==> config.mk <==
export PLATFORM = sky130hd
export DESIGN_NAME = wb_arb_2m
export DESIGN_NICKNAME = d
export VERILOG_FILES = /design/src/rtl/wb_arb_2m.sv
export SDC_FILE = /design/constraint.sdc
export NUM_CORES = 1
export LEC_CHECK = 0
export ABC_CLOCK_PERIOD_IN_PS = 3000
export BUFFER_PORTS_ARGS = -buffer_cell sky130_fd_sc_hd__buf_2
export CAP_MARGIN = 20
export CORE_AREA = 3 3 123 125
export DETAILED_ROUTE_END_ITERATION = 10
export DIE_AREA = 0 0 126 128
export SYNTH_ARGS = -nofsm -noshare
export SYNTH_HDL_FRONTEND = slang
export SYNTH_SLANG_ARGS = --single-unit
==> constraint.sdc <==
create_clock -name clk_i -period 3 [get_ports clk_i]
set_clock_uncertainty 0.2 [all_clocks]
set_input_delay 0.45 -clock clk_i [delete_from_list [all_inputs] [get_ports clk_i]]
set_output_delay 0.45 -clock clk_i [all_outputs]
set_load 0.01 [all_outputs]
==> src/rtl/wb_arb_2m.sv <==
// Two-master Wishbone arbiter for the LED-matrix slave: round-robin grant,
// combinational pass-through while granted, stalled-strobe timeout abort.
module wb_arb_2m #(
  parameter int TIMEOUT = 16
) (
  input  logic        clk_i,
  input  logic        rst_i,
  input  logic        m0_cyc_i,
  input  logic        m0_stb_i,
  input  logic        m0_we_i,
  input  logic [3:0]  m0_sel_i,
  input  logic [31:0] m0_addr_i,
  input  logic [31:0] m0_data_i,
  output logic [31:0] m0_data_o,
  output logic        m0_ack_o,
  output logic        m0_err_o,
  input  logic        m1_cyc_i,
  input  logic        m1_stb_i,
  input  logic        m1_we_i,
  input  logic [3:0]  m1_sel_i,
  input  logic [31:0] m1_addr_i,
  input  logic [31:0] m1_data_i,
  output logic [31:0] m1_data_o,
  output logic        m1_ack_o,
  output logic        m1_err_o,
  output logic        s_cyc_o,
  output logic        s_stb_o,
  output logic        s_we_o,
  output logic [3:0]  s_sel_o,
  output logic [31:0] s_addr_o,
  output logic [31:0] s_data_o,
  input  logic [31:0] s_data_i,
  input  logic        s_ack_i,
  output logic [1:0]  gnt_o,
  output logic [1:0]  state_o
);
  localparam logic [1:0] IDLE = 2'b00;
  localparam logic [1:0] GNT0 = 2'b01;
  localparam logic [1:0] GNT1 = 2'b10;

  logic [1:0]  state, state_nxt;
  logic        pri;
  logic [7:0]  cnt;
  logic        own0, own1, busy, tmo;
  logic        m_cyc, m_stb, m_we;
  logic [3:0]  m_sel;
  logic [31:0] m_addr, m_data;

  assign own0 = (state == GNT0);
  assign own1 = (state == GNT1);
  assign busy = own0 | own1;

  assign m_cyc  = own1 ? m1_cyc_i  : m0_cyc_i;
  assign m_stb  = own1 ? m1_stb_i  : m0_stb_i;
  assign m_we   = own1 ? m1_we_i   : m0_we_i;
  assign m_sel  = own1 ? m1_sel_i  : m0_sel_i;
  assign m_addr = own1 ? m1_addr_i : m0_addr_i;
  assign m_data = own1 ? m1_data_i : m0_data_i;

  // A late ack on the final cycle still wins over the abort.
  assign tmo = busy & m_stb & ~s_ack_i & (cnt == 8'(TIMEOUT - 1));

  always_comb begin
    state_nxt = IDLE;
    case (state)
      IDLE: begin
        if (m0_cyc_i && m1_cyc_i) state_nxt = pri ? GNT1 : GNT0;
        else if (m0_cyc_i)        state_nxt = GNT0;
        else if (m1_cyc_i)        state_nxt = GNT1;
      end
      GNT0, GNT1: state_nxt = (m_cyc && !tmo) ? state : IDLE;
      default: state_nxt = IDLE;
    endcase
  end

  always_ff @(posedge clk_i) begin
    if (rst_i) begin
      state <= IDLE;
      pri   <= 1'b0;
      cnt   <= 8'd0;
    end else begin
      state <= state_nxt;
      if (state == IDLE && state_nxt != IDLE) pri <= (state_nxt == GNT0);
      if (busy && state_nxt == state && m_stb && !s_ack_i) cnt <= cnt + 8'd1;
      else                                                  cnt <= 8'd0;
    end
  end

  assign s_cyc_o  = busy & m_cyc & ~tmo;
  assign s_stb_o  = busy & m_stb & ~tmo;
  assign s_we_o   = busy & m_we;
  assign s_sel_o  = busy ? m_sel  : 4'd0;
  assign s_addr_o = busy ? m_addr : 32'd0;
  assign s_data_o = busy ? m_data : 32'd0;

  // Responses are suppressed while reset is asserted so an aborted grant ends silently.
  assign m0_ack_o  = own0 & s_ack_i & ~rst_i;
  assign m1_ack_o  = own1 & s_ack_i & ~rst_i;
  assign m0_err_o  = own0 & tmo & ~rst_i;
  assign m1_err_o  = own1 & tmo & ~rst_i;
  assign m0_data_o = own0 ? s_data_i : 32'd0;
  assign m1_data_o = own1 ? s_data_i : 32'd0;

  assign gnt_o   = {own1, own0};
  assign state_o = state;
endmodule
Word-level counts from Yosys, hierarchy flattened

Cells that the tools add are included.

Bits in latches: 0
Memory bits (read-only): 0
Logic and storage cells: 58
RAM bits: 0
Flip-flop bits (word level): 11
Memories: 0

Equal/unequal tests: 5
Reductions and logical operators: 12
Multiplexer cells: 17
Div/mod/pow operators: 0
Add/subtract/negate cells: 1
Bitwise logic cells: 20
Shifts and indexed selects: 0
Magnitude comparators: 0
$mul: 0

Operator list:

| kind                                                             | number |
|---|---|
| 32-bit two-way mux                                               | 6 |
| 1-bit bitwise AND                                                | 15 |
| 2-bit two-way mux                                                | 5 |
| 8-bit by 1-bit adder with 8-bit output (second input constant)   | 1 |
| 8-bit by 4-bit == test with 1-bit output (second input constant) | 1 |
| 4-bit two-way mux                                                | 2 |
| 1-bit logical AND                                                | 6 |
| 2-bit by 1-bit == test with 1-bit output (second input constant) | 2 |
| 1-bit inverter                                                   | 4 |
| 2-bit case mux with 2 select lines                               | 1 |
| 2-bit OR reduction                                               | 2 |
| 1-bit two-way mux                                                | 3 |
| 2-bit == test                                                    | 1 |
| 2-bit == test (second input constant)                            | 1 |
| 1-bit logical NOT                                                | 2 |
| 2-bit logical NOT                                                | 1 |
| 2-bit nonzero test                                               | 1 |
| 1-bit OR                                                         | 1 |

Depth between registers and ports, before layout

Gate-level depths: netlist (run 1).

Depth after elaboration: 15
Depth in mapped cells: 8
Depth with buffers taken out: 7

Least setup slack after synthesis (run 1)

Ideal clock, no wire load.

Path kind: register to output
Start: reg state[0], in the netlist state_o[0]
End: out s_addr_o[19]
Path buffers: 3
Cell stages (with the launch flop): 8
Data required time: 2,350 ps
Data arrival time: 1,647 ps
Setup slack: 703 ps
Cell sequence: dfxtp_1 > inv_1 > ha_1 > buf_2 > buf_2 > buf_2 > mux2i_1 > nor2b_1

Longest elaborated chain between the ends: 3

RTL lines:

| what                                           | line   | RTL |
|---|---|---|
| start: declaration                             | 41     | `logic [1:0] state, state_nxt;` |
| start signal: assignment                       | 82     | `state <= state_nxt;` |
| 2-bit == test (*)                              | 50     | `assign own1 = (state == GNT1);` |
| via own1                                       | 44     | `logic own0, own1, busy, tmo;` |
| 32-bit two-way mux or 1-bit OR (tied branches) | 57, 51 |  |
| 32-bit two-way mux (*)                         | 93     | `assign s_addr_o = busy ? m_addr : 32'd0;` |
| end: declaration                               | 30     | `output logic [31:0] s_addr_o,` |

The timed path passes the listed nets; every way through them passes the cells marked *.

Worst setup path after layout (run 1)

Start: reg state[1], in the netlist state_o[1]
End: out m1_err_o

Longest elaborated chain between the ends: 7

RTL lines:

| what                                                                      | line   | RTL |
|---|---|---|
| 2-bit by 1-bit == test with 1-bit output or 2-bit == test (tied branches) | 49, 50 |  |
| 1-bit OR or 1-bit two-way mux (tied branches)                             | 51, 54 |  |
| 1-bit bitwise AND (3 in a row)                                            | 61     | `assign tmo = busy & m_stb & ~s_ack_i & (cnt == 8'(TIMEOUT - 1));` |
| 1-bit bitwise AND (*) (2 in a row)                                        | 100    | `assign m1_err_o = own1 & tmo & ~rst_i;` |
| end: declaration                                                          | 25     | `output logic m1_err_o,` |

Every way passes the cells marked *; elsewhere a longest branch is shown, timed or not.

==> results.yml, run 1 <==
synthesis:
  syn_area_per_cell_um2: 7.71
  netlist.area_leader.share_pct: 29.7
  syn_inst: 302
  ys_seq_area_share_pct: 9.46
  synth_area_mm2: 0.00233
  yosysUniqueCellTypes: 36
  synth_top_area_cell: "mux2i_1"
  ys.flop_type: "dfxtp_1"
  synth_warnings: 0
  synth_fp_nets: 484
  synth_edf_count: 0
  synth_async_sr_flop_share_pct: 0
  ys_top_cells_by_area: "mux2i_1 30%, nor2b_1 19%, and2_1 18%, dfxtp_1 9.5%, ha_1 2.7%"
  synth_seq_cells: 11
job:
  maxCapViolations: 0
critical_path:
  worst-r2r-setup-slack_ps: 650
  cp.required_ps: 2350
  cp_slowest_stage_delay_ps: 540
  critPathLaunchType: "flip-flop"
  cp_cell_sequence: "inv_1 -> ha_2 -> nand3b_1 -> nor3_1 -> and2_1 -> buf_2"
  crit_type: "flip-flop to output pin"
  cp_slowest_cell: "dfxtp_1"
  end_kind: "output pin"
  cp_max_fo: 10
  cp.arrival_ps: 2010
  cpLargestDelayFamily: "flip-flops"
  critical_path_buf_inv_count: 2
floorplanning:
  io-pin-count: 320
  fp-row-count: 43
  fp.dieW_um: 126
  start_util_pct: 16.6
  dieArea_mm2: 0.0161
  core_area_mm2: 0.0140
  dieHeight_um: 128
grt:
  grt_max_degree: 69
  grt_pass1_vias: 2684
  grt_usage_pct: 10.1
  grt_remaining_overflow: 0
  antenna_found_initial: 0
  grt_pass1_wl_um: 13800
clock_tree:
  cts_tree: "built"
  cts_buffers: 3
  cts_setup_buffers: 0
  cts_resized: 0
  cts_sinks: 11
  cts_buffer_depth: 2
  h-tree-depth: 1
  clk_latency_ps: 240
  cts.clk_slew.worst_paths_ps: 40
  hold_buffers: 0
  root_buffer: "clkbuf_16"
final_layout:
  drive_gt1_share_pct: 55.6
  num_antenna_cells: 0
  utilization_pct: 29.9
  nets: 787
  area_growth_pct: 79.9
  final_area_mm2: 0.00419
run_status:
  status: "finished clean"
timing:
  max_slew.worst_pin.slew_ps: 864
  fin_crit_sh_pct: 88.8
  min_period_ps: 2660
  slew_headroom_pct: 42.4
  fmax_mhz: 375
  rsz0062_at_grt: "no"
  tns_ps: 0
  setup_viol: 0
  final_max_slew_viol_count: 0
  hold_viol: 0
  setup_slack_ps: 337
route:
  wl_per_cell_um: 12.5
  first_pass_iters: 4
  drc: 0
  vias_per_cell: 3.94
  wirelength_um: 9820
  ant_nets: 0
  vias: 3086
  drtIter0Drc: 110
pwr:
  irDropWorstVdd_mv: 0.213
  p_per_area_mw_per_mm2: 254
  p_leak_nw: 2.28
place:
  pre_cts_slack_ps: 587
  placement.io_buffers: 319
  place_area_mm2: 0.00411
  hpwlAfterDp_um: 8320
  gp_congestion: 0.765
min_path:
  hp-class: "flip-flop to flip-flop"
## where the power goes
| group | internal (mW) | leakage [nW] | switching (mW) |
|---|---|---|---|
| sequential | 0.151 | 0.0891 | 0.00734 |
| clock | 0.179 | 0.0382 | 0.0696 |
| combinational | 0.334 | 2.16 | 0.323 |
## sequential cells by signal, indices dropped and copies added (netlist names)
signal	flops
cnt	8
state_o	2
pri	1
## final cells by class
cell class / count / area [um^2]
clock buffer: 4 / 78.8
fill: 1519 / 9800
inverter: 3 / 11.3
multi-input combinational: 263 / 2000
sequential: 11 / 220
tap: 180 / 225
timing repair buffer: 323 / 1650
## cell families after synthesis
group,share of synthesized area (%)
compound gates,5.32
buf+inv,5.27
fa+ha+maj,2.69
flops,9.46
mux,30.6
xor+xnor,2.26
simple gates,44.4
## path summary, 6_finish.rpt
check                           startpoint       end  cells after the start
worst max-delay path            state_o[1]  m1_err_o                      6
worst min-delay path                cnt[0]    cnt[0]                      1
worst max register to register  state_o[1]    cnt[2]                      6
worst min register to register      cnt[0]    cnt[0]                      1
## metrics by stage
step	std cells	hold WS (ps)	total power, mW
floorplan	302	218	0.519
CTS	784	277	1.08
global route	784	313	1.13
finish	784	273	1.06
detailed placement	780	265	0.825
global placement	780	233	0.823
## synthesized netlist by cell type (4+ instances only)
| library cell | instances |
|---|---|
| nor2b_1 | 71 |
| mux2i_1 | 69 |
| and2_1 | 66 |
| clkbuf_1 | 15 |
| dfxtp_1 | 11 |
| buf_2 | 8 |
| nor2_1 | 8 |
| ha_1 | 5 |
| nand3_1 | 5 |
| nand2_1 | 4 |
## cell usage in the layout (no fill, tap or decap), types with 4 or more instances in the layout
master   synthesis  layout
mux2i_1         69      69
buf_2            8     319
nor2b_1         71      71
nand3_1          5       5
dfxtp_1         11      11
nor2_1           8       8
and2_1          66      66
nand2_1          4       4
## worst register-to-register path: stages (launching register included)
cell and delay [ps]:
dfxtp_1 540, ha_4 220, buf_12 280, mux2_2 390, o311a_4 150, a41oi_2 340, nor2_1 100
## routing by layer
layer  up-vias  GRT usage, %  routed length [um]
met2       143          17.6                5020
li1       1605             -                   -
met3         2          1.83                 735
met5         -             0                   0
met1      1336          13.3                4030
met4         0          1.20                  32
No activity file was read; power rests on OpenSTA's default activity.
==> run 2, diff against run 1 <==
- CELL_PAD_IN_SITES_DETAIL_PLACEMENT: not set -> 0
- CELL_PAD_IN_SITES_GLOBAL_PLACEMENT: not set -> 1
- CORE_AREA: 3 3 123 125 -> 3 3 122 124
- DIE_AREA: 0 0 126 128 -> 0 0 125 127
- PLACE_DENSITY_LB_ADDON: not set -> 0.1
==> results.yml, run 2 (synthesis results as in run 1) <==
run_status:
  status: "finished clean"
final_layout:
  final_area_mm2: 0.00420
  drive_gt1_share_pct: 55.7
  final_cell_mix: "319 x buf_2, 71 x nor2b_1, 69 x mux2i_1"
  area_growth_pct: 80.4
  nFillCells: 1555
  top_register: "cnt"
  regArea_um2: 220
  multi_input_area_mm2: 0.00200
  layout_commonest_cell: "buf_2"
  largest_reg_flops: 8
  utilization_pct: 30.3
  nets: 788
timing:
  setup_viol: 0
  hold_viol: 0
  tns_ps: 0
  min_period_ps: 2710
  final_max_slew_viol_count: 0
  fmax_mhz: 369
  fin_crit_sh_pct: 90.3
  max_slew.worst_pin.slew_ps: 415
  slew_headroom_pct: 72.3
  rsz0062_at_grt: "no"
floorplanning:
  dieArea_mm2: 0.0159
  start_util_pct: 16.8
  fp-row-count: 43
  dieHeight_um: 127
  io-pin-count: 320
  core_area_mm2: 0.0139
  fp.dieW_um: 125
route:
  ant_nets: 0
  drtIter0Drc: 77
  wl_per_cell_um: 15.0
  drc: 0
  vias: 3146
  vias_per_cell: 4.00
  first_pass_iters: 4
  wirelength_um: 11800
clock_tree:
  cts_buffer_depth: 2
  clk_latency_ps: 230
  h-tree-depth: 1
  root_buffer: "clkbuf_16"
  cts_resized: 0
  cts_sinks: 11
  cts_tree: "built"
  cts.clk_slew.worst_paths_ps: 40
  hold_buffers: 0
  cts_setup_buffers: 0
  cts_buffers: 3
critical_path:
  r2r_cells: 6
  cp_max_fo: 15
  r2r-start: "state_o[1]"
  crit_type: "flip-flop to output pin"
  worst-r2r-setup-slack_ps: 660
  cp.required_ps: 2350
  cp.arrival_ps: 2060
  critPathLaunchType: "flip-flop"
  end_kind: "output pin"
  crit-reg2reg-capture: "cnt[7]"
min_path:
  whs_path_depth: 1
  hp-class: "flip-flop to flip-flop"
  min_to: "cnt[0]"
  min_from: "cnt[0]"
place:
  gp_congestion: 0.858
  placement.io_buffers: 319
  place_area_mm2: 0.00412
  hpwlAfterDp_um: 10000
grt:
  use_met3_pct: 2.22
  grt_max_degree: 48
  grt-busiest-layer: "met2"
  grt_usage_pct: 13.2
  grt_remaining_overflow: 0
  grt_pass1_wl_um: 17200
  grt_util_met1_pct: 14.7
  antenna_found_initial: 2
  use_met2_pct: 26.5
  grt_pass1_vias: 3073
pwr:
  swShare_pct: 37.6
  clkPwrFrac_pct: 22.3
  irDropWorstVdd_mv: 0.304
  p_per_area_mw_per_mm2: 253
  p_int_mw: 0.662
  comb_power_share_pct: 62.8
  p_leak_nw: 2.29
  net-switching-power_mw: 0.399
  power_frac_seq_pct: 14.9
job:
  maxCapViolations: 0
run 2: cell types whose count changed in the layout (fill, tap and decap cells not counted), sizes merged:
cell,change
diode,+2
buf,+1
run 2: power by group through the flow:
stage	clock network (mW)	registers (mW)	logic, mW
2_1_floorplan	0	0.160	0.360
3_3_place_gp	0	0.160	0.676
3_5_place_dp	0	0.160	0.676
4_1_cts	0.245	0.158	0.679
5_1_grt	0.250	0.159	0.731
6_report	0.236	0.158	0.666
run 2: area by class of cell:
class	count	share of cell area, %
diodes	2	0.119
clock buffers	4	1.88
inverters	3	0.268
multi-input cells	263	47.6
flip-flops and latches	11	5.24
well taps	180	5.36
repair buffers	324	39.5
run 2: routing by layer:
| layer | up-vias | share of wire, % |
|---|---|---|
| met5 | - | 0 |
| met4 | 0 | 0.75 |
| met3 | 6 | 6.1 |
| met2 | 143 | 56 |
| met1 | 1384 | 37 |
| li1 | 1613 | - |
run 2: worst max-delay path by stage:
stage,start,endpoint,slack [ps],cells after the start
after global placement,state_o[0],m1_err_o,570,7
after global routing,state_o[0],m1_err_o,150,7
final,state_o[0],m1_err_o,290,7
after floorplan,state_o[0],s_addr_o[19],700,7
after CTS,state_o[0],m1_err_o,280,7
after detailed placement,state_o[0],m1_err_o,530,7
run 2: metrics by stage:
step	total power, mW	setup slack (ps)	instances	hold WS [ps]
after floorplan	0.519	703	302	218
after global placement	0.836	573	781	232
after detailed placement	0.836	530	781	241
after CTS	1.08	275	785	250
after global routing	1.14	150	787	261
final	1.06	290	787	246
run 2: worst max-delay path: stages, from the launching register on:
cell	delay, ps
dfxtp_1	470
inv_1	140
ha_4	250
mux2_2	270
nand3b_1	150
nor3_1	250
and2_1	170
buf_2	120
